## src/rtl/heater_sequencer.sv

```systemverilog
// Soft-start/soft-stop sequencer for a heater array, with per-heater error clear
// pulses, sticky error flags, a saturating error total and a latched fault shutdown.
module heater_sequencer #(
  parameter int N           = 32,
  parameter int STEP_CYCLES = 1024,
  parameter int ERR_LIMIT   = 16,
  parameter int CW          = 16
) (
  input  logic                   clk,
  input  logic                   reset,
  input  logic                   start,
  input  logic                   stop,
  input  logic [$clog2(N+1)-1:0] target,
  input  logic                   fault_clear,
  input  logic [N-1:0]           sticky_clear,
  input  logic [N-1:0]           heater_error,
  output logic [N-1:0]           heater_enable,
  output logic [N-1:0]           heater_err_clear,
  output logic [$clog2(N+1)-1:0] en_count,
  output logic [2:0]             state,
  output logic [N-1:0]           err_sticky,
  output logic [CW-1:0]          err_total,
  output logic                   fault
);

  localparam int NW = $clog2(N+1);
  localparam int TW = (STEP_CYCLES > 1) ? $clog2(STEP_CYCLES) : 1;
  localparam int SW = ((CW > NW) ? CW : NW) + 1;
  localparam logic [TW-1:0] TIMER_LAST = TW'(STEP_CYCLES - 1);
  localparam logic [NW-1:0] N_VAL      = NW'(N);
  localparam logic [SW-1:0] TOTAL_MAX  = (SW'(1) << CW) - SW'(1);

  typedef enum logic [2:0] {
    S_IDLE  = 3'd0,
    S_UP    = 3'd1,
    S_RUN   = 3'd2,
    S_DOWN  = 3'd3,
    S_FAULT = 3'd4
  } state_t;

  state_t          r_state;
  logic [TW-1:0]   r_timer;
  logic [NW-1:0]   r_en_count;
  logic            r_stop_pending;
  logic            r_fault_pending;
  logic            r_fault;
  logic [N-1:0]    r_clear_pending;
  logic [N-1:0]    r_err_clear;
  logic [N-1:0]    r_err_sticky;
  logic [CW-1:0]   r_err_total;

  logic [NW-1:0]   w_tgt;
  logic [NW-1:0]   w_goal;
  logic [NW-1:0]   w_inc;
  logic [NW-1:0]   w_dec;
  logic            w_wrap;
  logic            w_down_done;
  logic            w_limit_hit;
  logic [N-1:0]    w_new_err;
  logic [NW-1:0]   w_new_cnt;
  logic [SW-1:0]   w_sum;
  state_t          w_done_state;

  assign w_tgt       = (target > N_VAL) ? N_VAL : target;
  assign w_goal      = (r_stop_pending || r_fault_pending) ? '0 : w_tgt;
  assign w_inc       = r_en_count + NW'(1);
  assign w_dec       = r_en_count - NW'(1);
  assign w_wrap      = (r_timer == TIMER_LAST);
  assign w_down_done = (r_en_count == w_goal) || (w_wrap && (w_dec == w_goal));
  assign w_new_err   = heater_error & ~r_clear_pending;
  assign w_sum       = SW'(r_err_total) + SW'(w_new_cnt);
  assign w_limit_hit = (ERR_LIMIT > 0) && (32'(r_err_total) >= 32'(ERR_LIMIT))
                       && (r_state != S_FAULT) && !r_fault_pending;
  assign w_done_state = (w_goal != '0) ? S_RUN : (r_fault_pending ? S_FAULT : S_IDLE);

  always_comb begin
    w_new_cnt = '0;
    for (int i = 0; i < N; i++) begin
      w_new_cnt = w_new_cnt + NW'(w_new_err[i]);
    end
  end

  always_ff @(posedge clk) begin
    if (reset) begin
      r_state         <= S_IDLE;
      r_timer         <= '0;
      r_en_count      <= '0;
      r_stop_pending  <= 1'b0;
      r_fault_pending <= 1'b0;
      r_fault         <= 1'b0;
      r_clear_pending <= '0;
      r_err_clear     <= '0;
      r_err_sticky    <= '0;
      r_err_total     <= '0;
    end else begin
      // A held error only re-arms once the flag has been seen low.
      r_clear_pending <= heater_error;
      r_err_clear     <= w_new_err;
      r_err_sticky    <= (r_err_sticky & ~sticky_clear) | w_new_err;
      if (fault_clear) begin
        r_err_total <= '0;
      end else if (w_sum > TOTAL_MAX) begin
        r_err_total <= '1;
      end else begin
        r_err_total <= w_sum[CW-1:0];
      end

      if (w_limit_hit) begin
        r_state         <= S_DOWN;
        r_timer         <= '0;
        r_fault_pending <= 1'b1;
      end else begin
        case (r_state)
          S_IDLE: begin
            if (start && !stop && (w_tgt != '0)) begin
              r_state <= S_UP;
              r_timer <= '0;
            end
          end
          S_UP: begin
            if (stop) begin
              r_state        <= S_DOWN;
              r_timer        <= '0;
              r_stop_pending <= 1'b1;
            end else if (w_tgt < r_en_count) begin
              r_state <= S_DOWN;
              r_timer <= '0;
            end else if (w_tgt == r_en_count) begin
              r_state <= S_RUN;
            end else begin
              r_timer <= w_wrap ? '0 : r_timer + TW'(1);
              if (w_wrap) begin
                r_en_count <= w_inc;
                if (w_inc == w_tgt) r_state <= S_RUN;
              end
            end
          end
          S_RUN: begin
            if (stop) begin
              r_state        <= S_DOWN;
              r_timer        <= '0;
              r_stop_pending <= 1'b1;
            end else if (w_tgt > r_en_count) begin
              r_state <= S_UP;
              r_timer <= '0;
            end else if (w_tgt < r_en_count) begin
              r_state <= S_DOWN;
              r_timer <= '0;
            end
          end
          S_DOWN: begin
            if (stop) begin
              r_timer        <= '0;
              r_stop_pending <= 1'b1;
            end else if (!r_stop_pending && !r_fault_pending && (w_tgt > r_en_count)) begin
              r_state <= S_UP;
              r_timer <= '0;
            end else begin
              if (r_en_count != w_goal) begin
                r_timer <= w_wrap ? '0 : r_timer + TW'(1);
                if (w_wrap) r_en_count <= w_dec;
              end
              // Reaching goal 0 ends any stop/fault ramp; fault latches here.
              if (w_down_done) begin
                r_state <= w_done_state;
                if (w_goal == '0) begin
                  r_stop_pending  <= 1'b0;
                  r_fault_pending <= 1'b0;
                  r_fault         <= r_fault_pending;
                end
              end
            end
          end
          S_FAULT: begin
            if (fault_clear) begin
              r_state <= S_IDLE;
              r_fault <= 1'b0;
            end
          end
          default: r_state <= S_IDLE;
        endcase
      end
    end
  end

  genvar gi;
  generate
    for (gi = 0; gi < N; gi++) begin : g_enable
      assign heater_enable[gi] = (r_en_count > NW'(gi));
    end
  endgenerate

  assign heater_err_clear = r_err_clear;
  assign en_count         = r_en_count;
  assign state            = r_state;
  assign err_sticky       = r_err_sticky;
  assign err_total        = r_err_total;
  assign fault            = r_fault;

endmodule

```

## config.mk

```make
export PLATFORM = sky130hd
export DESIGN_NAME = heater_sequencer
export DESIGN_NICKNAME = d
export VERILOG_FILES = /design/src/rtl/heater_sequencer.sv
export SDC_FILE = /design/constraint.sdc
export NUM_CORES = 1
export LEC_CHECK = 0
export CAP_MARGIN = 20
export CORE_UTILIZATION = 48
export DETAILED_ROUTE_END_ITERATION = 10
export MAX_ROUTING_LAYER = met4
export PLACE_DENSITY = 0.81
export SETUP_SLACK_MARGIN = 0.1
export SYNTH_ARGS = -nofsm -noshare
export SYNTH_HDL_FRONTEND = slang
export SYNTH_SLANG_ARGS = --single-unit
```

## constraint.sdc

```tcl
create_clock -name clk -period 8.25 [get_ports clk]
set_input_delay 2.475 -clock clk [delete_from_list [all_inputs] [get_ports clk]]
set_output_delay 2.475 -clock clk [all_outputs]
set_load 0.005 [all_outputs]
```

# Word level (Yosys, flattened, before mapping)
# Cells that the tools add are included.
# classes
bitwise_logic	6
order_cmp	37
reduce_logical	33
n_addsub	35
n_eq_ne	42
muxes	56
# ops
cell	count
$add 6x1->6	26
$mux 10	11
$gt 6x5->1 const B	16
$and 32x32->32	2
$not 32->32	2
$mux 6	10
$gt 6x4->1 const B	8
$mux 3	15
$pmux 10 s4	1
$or 32x32->32	1
$ne 2x2->1 const B	13
$eq 6x6->1	4
$gt 6x3->1 const B	4
$ne 3x3->1 const B	8
$reduce_and 7->1	3
$add 16x6->17	1
$gt 17x16->1 const B	1
$ge 16x5->1 const B	1
$mux 16	1
$ne 4x4->1 const B	4
$ne 5x5->1 const B	3
$pmux 3 s5	1
$mux 1	13
$gt 6x1->1 const B	2
35 further kinds	58
# totals
elab_cells	220
reg_bits	134
inputBits	75

# Longest topological paths before layout
# logic_depth
word_depth	36
depth_mapped	20
ltp_nobuf	19

# Worst setup path after synthesis
# No wires, ideal clock.
# synth_path
path_kind	input-to-reg
start	input port heater_error[4]
end	register r_err_total[10], in the netlist err_total[10]
setup_ps	70
path_stages	19
required_ps	8180
path_slack_ps	469
t_arrival_ps	7711
path_buffers	0
path_cell_list	nand2b_1 > inv_1 > fa_1 > fa_1 > fa_1 > fa_1 > fa_1 > fa_1 > inv_1 > fa_1 > fa_1 > nor2b_1 > o21ai_0 > a21boi_0 > o21a_1 > o22ai_1 > or3b_2 > xor2_1 > a21oi_1
# synth_between
elab_chain_len	32
# synth_rtl
element	line	text
start, declared	16	input logic [N-1:0] heater_error,
$and 32x32->32 *	70	assign w_new_err = heater_error & ~r_clear_pending;
named net w_new_err[4]	59	logic [N-1:0] w_new_err;
$add 4x1->5 *	79	w_new_cnt = w_new_cnt + NW'(w_new_err[i]);
$add 5x1->6 *	79	
$add 6x1->6 * (26 in series)	79	
$add 16x6->17 *	71	assign w_sum = SW'(r_err_total) + SW'(w_new_cnt);
$gt 17x16->1	102	end else if (w_sum > TOTAL_MAX) begin
$mux 16 *	102	
end signal, assigned	105	r_err_total <= w_sum[CW-1:0];
end, declared	50	logic [CW-1:0] r_err_total;
# Mark *: on every way through the listed nets, which the timed path passes. The rest lies on a longest branch.
# A chain may end at the register's enable or synchronous reset.

# Final worst setup path
# layout_path
start	input port heater_error[0]
end	register r_err_total[9], in the netlist err_total[9]
# layout_between
elab_chain_len	35
# layout_rtl
element	line
$and 32x32->32 *	70
$add 1x1->2 *	79
$add 2x1->3 *	79
$add 3x1->4 *	79
$add 4x1->5 *	79
$add 5x1->6 *	79
$add 6x1->6 * (26 in series)	79
$add 16x6->17 *	71
$gt 17x16->1	102
$mux 16 *	102
# Every way passes the cells marked *; elsewhere a longest branch is shown, timed or not.

==> out/results.ini <==
[pwr]
combPwrFrac_pct=42.4
p_seq_share_pct=29.3
clockPowerShare_pct=28.4
internal_power_uw=1620
power.leakage_uw=0.00393
cellPowerDensity_nw_per_um2=257
switching_share_pct=34.5
p_switching_uw=855
ir_worst_vdd_v=0.000381

[drt]
drt-pass1-iter-count=7
drc=0
wl_per_cell_um=15.1
dr.first_iter.drc_count=407
num_vias=6106
via_per_inst=5.22
drt-total-wl_um=17600
ant_nets=0

[logic_synthesis]
synth_compound_area_share_pct=14.5
synthMostInstantiatedCell=dfxtp_1
ys_ff_latch=134
synth-async-reset-ratio_pct=0
muxShareOfSynthArea_pct=0.293
synth_area_leaders=dfxtp_1 39%, fa_1 7.6%, nand2b_1 6.5%
synth_cell_type_count=75
ys_warn_count=0
synth_top_cell_by_area=dfxtp_1
syn-instance-count=771
synth_fa_ha_area_share_pct=12.4
syn_avg_cell_area_um2=8.86
synth_top_family_by_area=simple AND/OR/NAND/NOR gates
synthTopCellsByCount=134 x dfxtp_1, 71 x nand2b_1, 67 x nor2_1
syn_nets=898
synth_edf_count=0
synthDominantCellAreaShare_pct=39.3
synth_seq_area_share_pct=39.3
yosys.area_share.simple_pct=24.9
netlist_area_um2=6830
yosys.area_share.xor_xnor_pct=3.33
synth_ff_type=dfxtp_1

[floorplan]
start_util_pct=49.2
chipWidth_um=121
die_h_um=121
core-area_um2=13900
num_io_pins=197
dieArea_um2=14700
num_rows=43

[critical_path]
slowest_delay_ps=590
worst_ep_required_time_ps=8540
rr_worst_depth=20
crit_chain=clkdlybuf4s50_1, nand2b_1, fa_1, inv_1, fa_1, fa_1, fa_1, fa_1, inv_1, fa_1, inv_1, ha_1, nor2b_1, o21ai_0, a21boi_0, o21ai_0, a211oi_2, buf_4, buf_4, xnor2_1, a21oi_1
r2r_slack_ps=2510
rr_endpoint=err_total[9]
r2r-start=r_clear_pending[0]
critical_path.startpoint_type=input port
crit_type=input port to flip-flop
crit_slowest_cell=fa_1
arrival_ps=8210
cpMostUsedCell=fa_1
cp-end-kind=flip-flop
crit_fanout=5

[sta]
slew_headroom_pct=39.3
hold_slack_ps=471
fin_crit_sh_pct=96.0
setup_viol=0
tightest_slew_ps=909
slew_viol_final=0
hold_viol=0
fmax_mhz=126
final.min_clock_period_ps=7920
fin_skew_ps=8.66
rsz0062_at_grt=no

[global_routing]
grt_pass1_wl_um=27400
grt_max_degree=72
grt-ovfl-total=0
grt_pass1_vias=5636
grt_usage_pct=24.3
antenna_found_initial=0

[flow_run]
drv_cap=0

[cts]
cts_buffers=17
clockBufferDepth=2
clkTransAtPathRegs_ps=60
cts_tree=built
clock_sinks=134
cts_root_buf=clkbuf_16
htree_levels=4
clock_latency_ps=410

[outcome]
status=finished clean

[placement]
placed_area_um2=9020
gp_congestion=0.854
hpwl_um=12800
placement.io_buffers=196

[hold_path]
min_path_type=flip-flop to flip-flop
min_to=err_sticky[16]
hp-start=err_sticky[16]
holdPathStages=2

[final_layout]
drive_above_1_share_pct=7.88
final_cell_area_um2=9630
synthToLayoutAreaGrowth_pct=40.8
multi_input_area_um2=3820
ff_latch_area_um2=2680
nets=1104
fillers=1104
antenna_cells=0

==> registers in the layout, indices dropped and copies added (netlist names) <==
register and flops:
r_timer 10, err_sticky 32, r_clear_pending 32, fault 1
r_fault_pending 1, err_total 16, r_stop_pending 1, en_count 6
state 3, heater_err_clear 32
==> timing repair <==
item	CTS	global route
buffers inserted	0	3
endpoints found under the setup margin	0	16
hold buffers	0	0
gates resized for setup	0	9
hold endpoints to repair	0	0
==> worst max path at each step <==
stage | from | endpoint
5_1_grt | heater_error[0] | err_total[9]
6_report | heater_error[0] | err_total[9]
3_5_place_dp | heater_error[0] | err_total[4]
3_3_place_gp | heater_error[16] | err_total[10]
4_1_cts | heater_error[0] | err_total[4]
2_1_floorplan | heater_error[4] | err_total[10]
==> metal layers <==
| metal | up-vias | GRT usage (%) | part of all wire, % |
|---|---|---|---|
| met5 | - | - | 0 |
| met4 | 0 | 8.56 | 1.3 |
| li1 | 3030 | - | - |
| met1 | 2849 | 31.9 | 46 |
| met3 | 22 | 4.04 | 4.7 |
| met2 | 205 | 37.9 | 48 |
==> per-stage QoR <==
stage,setup WS [ps],TNS [ps],power (uW),std cells,utilization (%)
after CTS,216,0,2460,1167,69.0
after floorplan,469,0,1420,771,-
after global placement,-134,-1690,1710,1135,65.0
final,331,0,2470,1170,69.3
after global routing,52.4,0,2650,1170,69.3
after detailed placement,-213,-2950,1720,1135,65.0
==> power by group through the flow <==
stage | sequential [uW] | combinational, uW | clock (uW)
global placement | 736 | 974 | 0
finish | 725 | 1050 | 702
detailed placement | 737 | 987 | 0
floorplan | 728 | 693 | 0
CTS | 724 | 1020 | 719
global route | 729 | 1180 | 745
==> placed cells by master (no fill, tap or decap), types with 4 or more instances in the layout <==
master,synthesis,layout
nand3_1,17,17
buf_4,2,23
clkbuf_16,0,17
nand2b_1,71,71
nand2_1,45,45
clkinv_4,0,5
nor4_1,7,7
a21o_1,4,4
a32o_1,4,4
clkbuf_1,20,4
a31oi_1,12,12
nor2b_1,40,39
xnor2_1,21,21
fa_1,26,24
and3_1,7,7
xor2_1,5,5
o31ai_1,5,5
o21ai_0,32,31
nor3_1,16,14
or3_1,8,8
or2_2,5,5
a21oi_1,58,58
dfxtp_1,134,134
ha_1,26,26
inv_1,58,58
o22ai_1,5,5
clkdlybuf4s50_1,0,195
nor2_1,67,67
==> worst max-delay path: cells and delay by family <==
family	cells	cell delay, ps
AOI/OAI and AO/OA	5	960
adders and majority gates	7	3440
buffers and inverters	6	960
xor gates and xnor gates	1	130
and+or+nand+nor	2	230
==> cell families after synthesis <==
group           Yosys count
fa+ha+maj                52
simple gates            310
mux                       2
xor+xnor                 26
flops                   134
compound gates          157
buf+inv                  90
==> cell type report <==
class / count / share of cell area, %
well taps: 180 / 2.34
inverters: 59 / 2.30
repair buffers: 218 / 22.1
clock inverters: 10 / 1.04
clock buffers: 22 / 4.72
multi-input cells: 547 / 39.7
flip-flops and latches: 134 / 27.9
(Power assumes the default switching activity.)
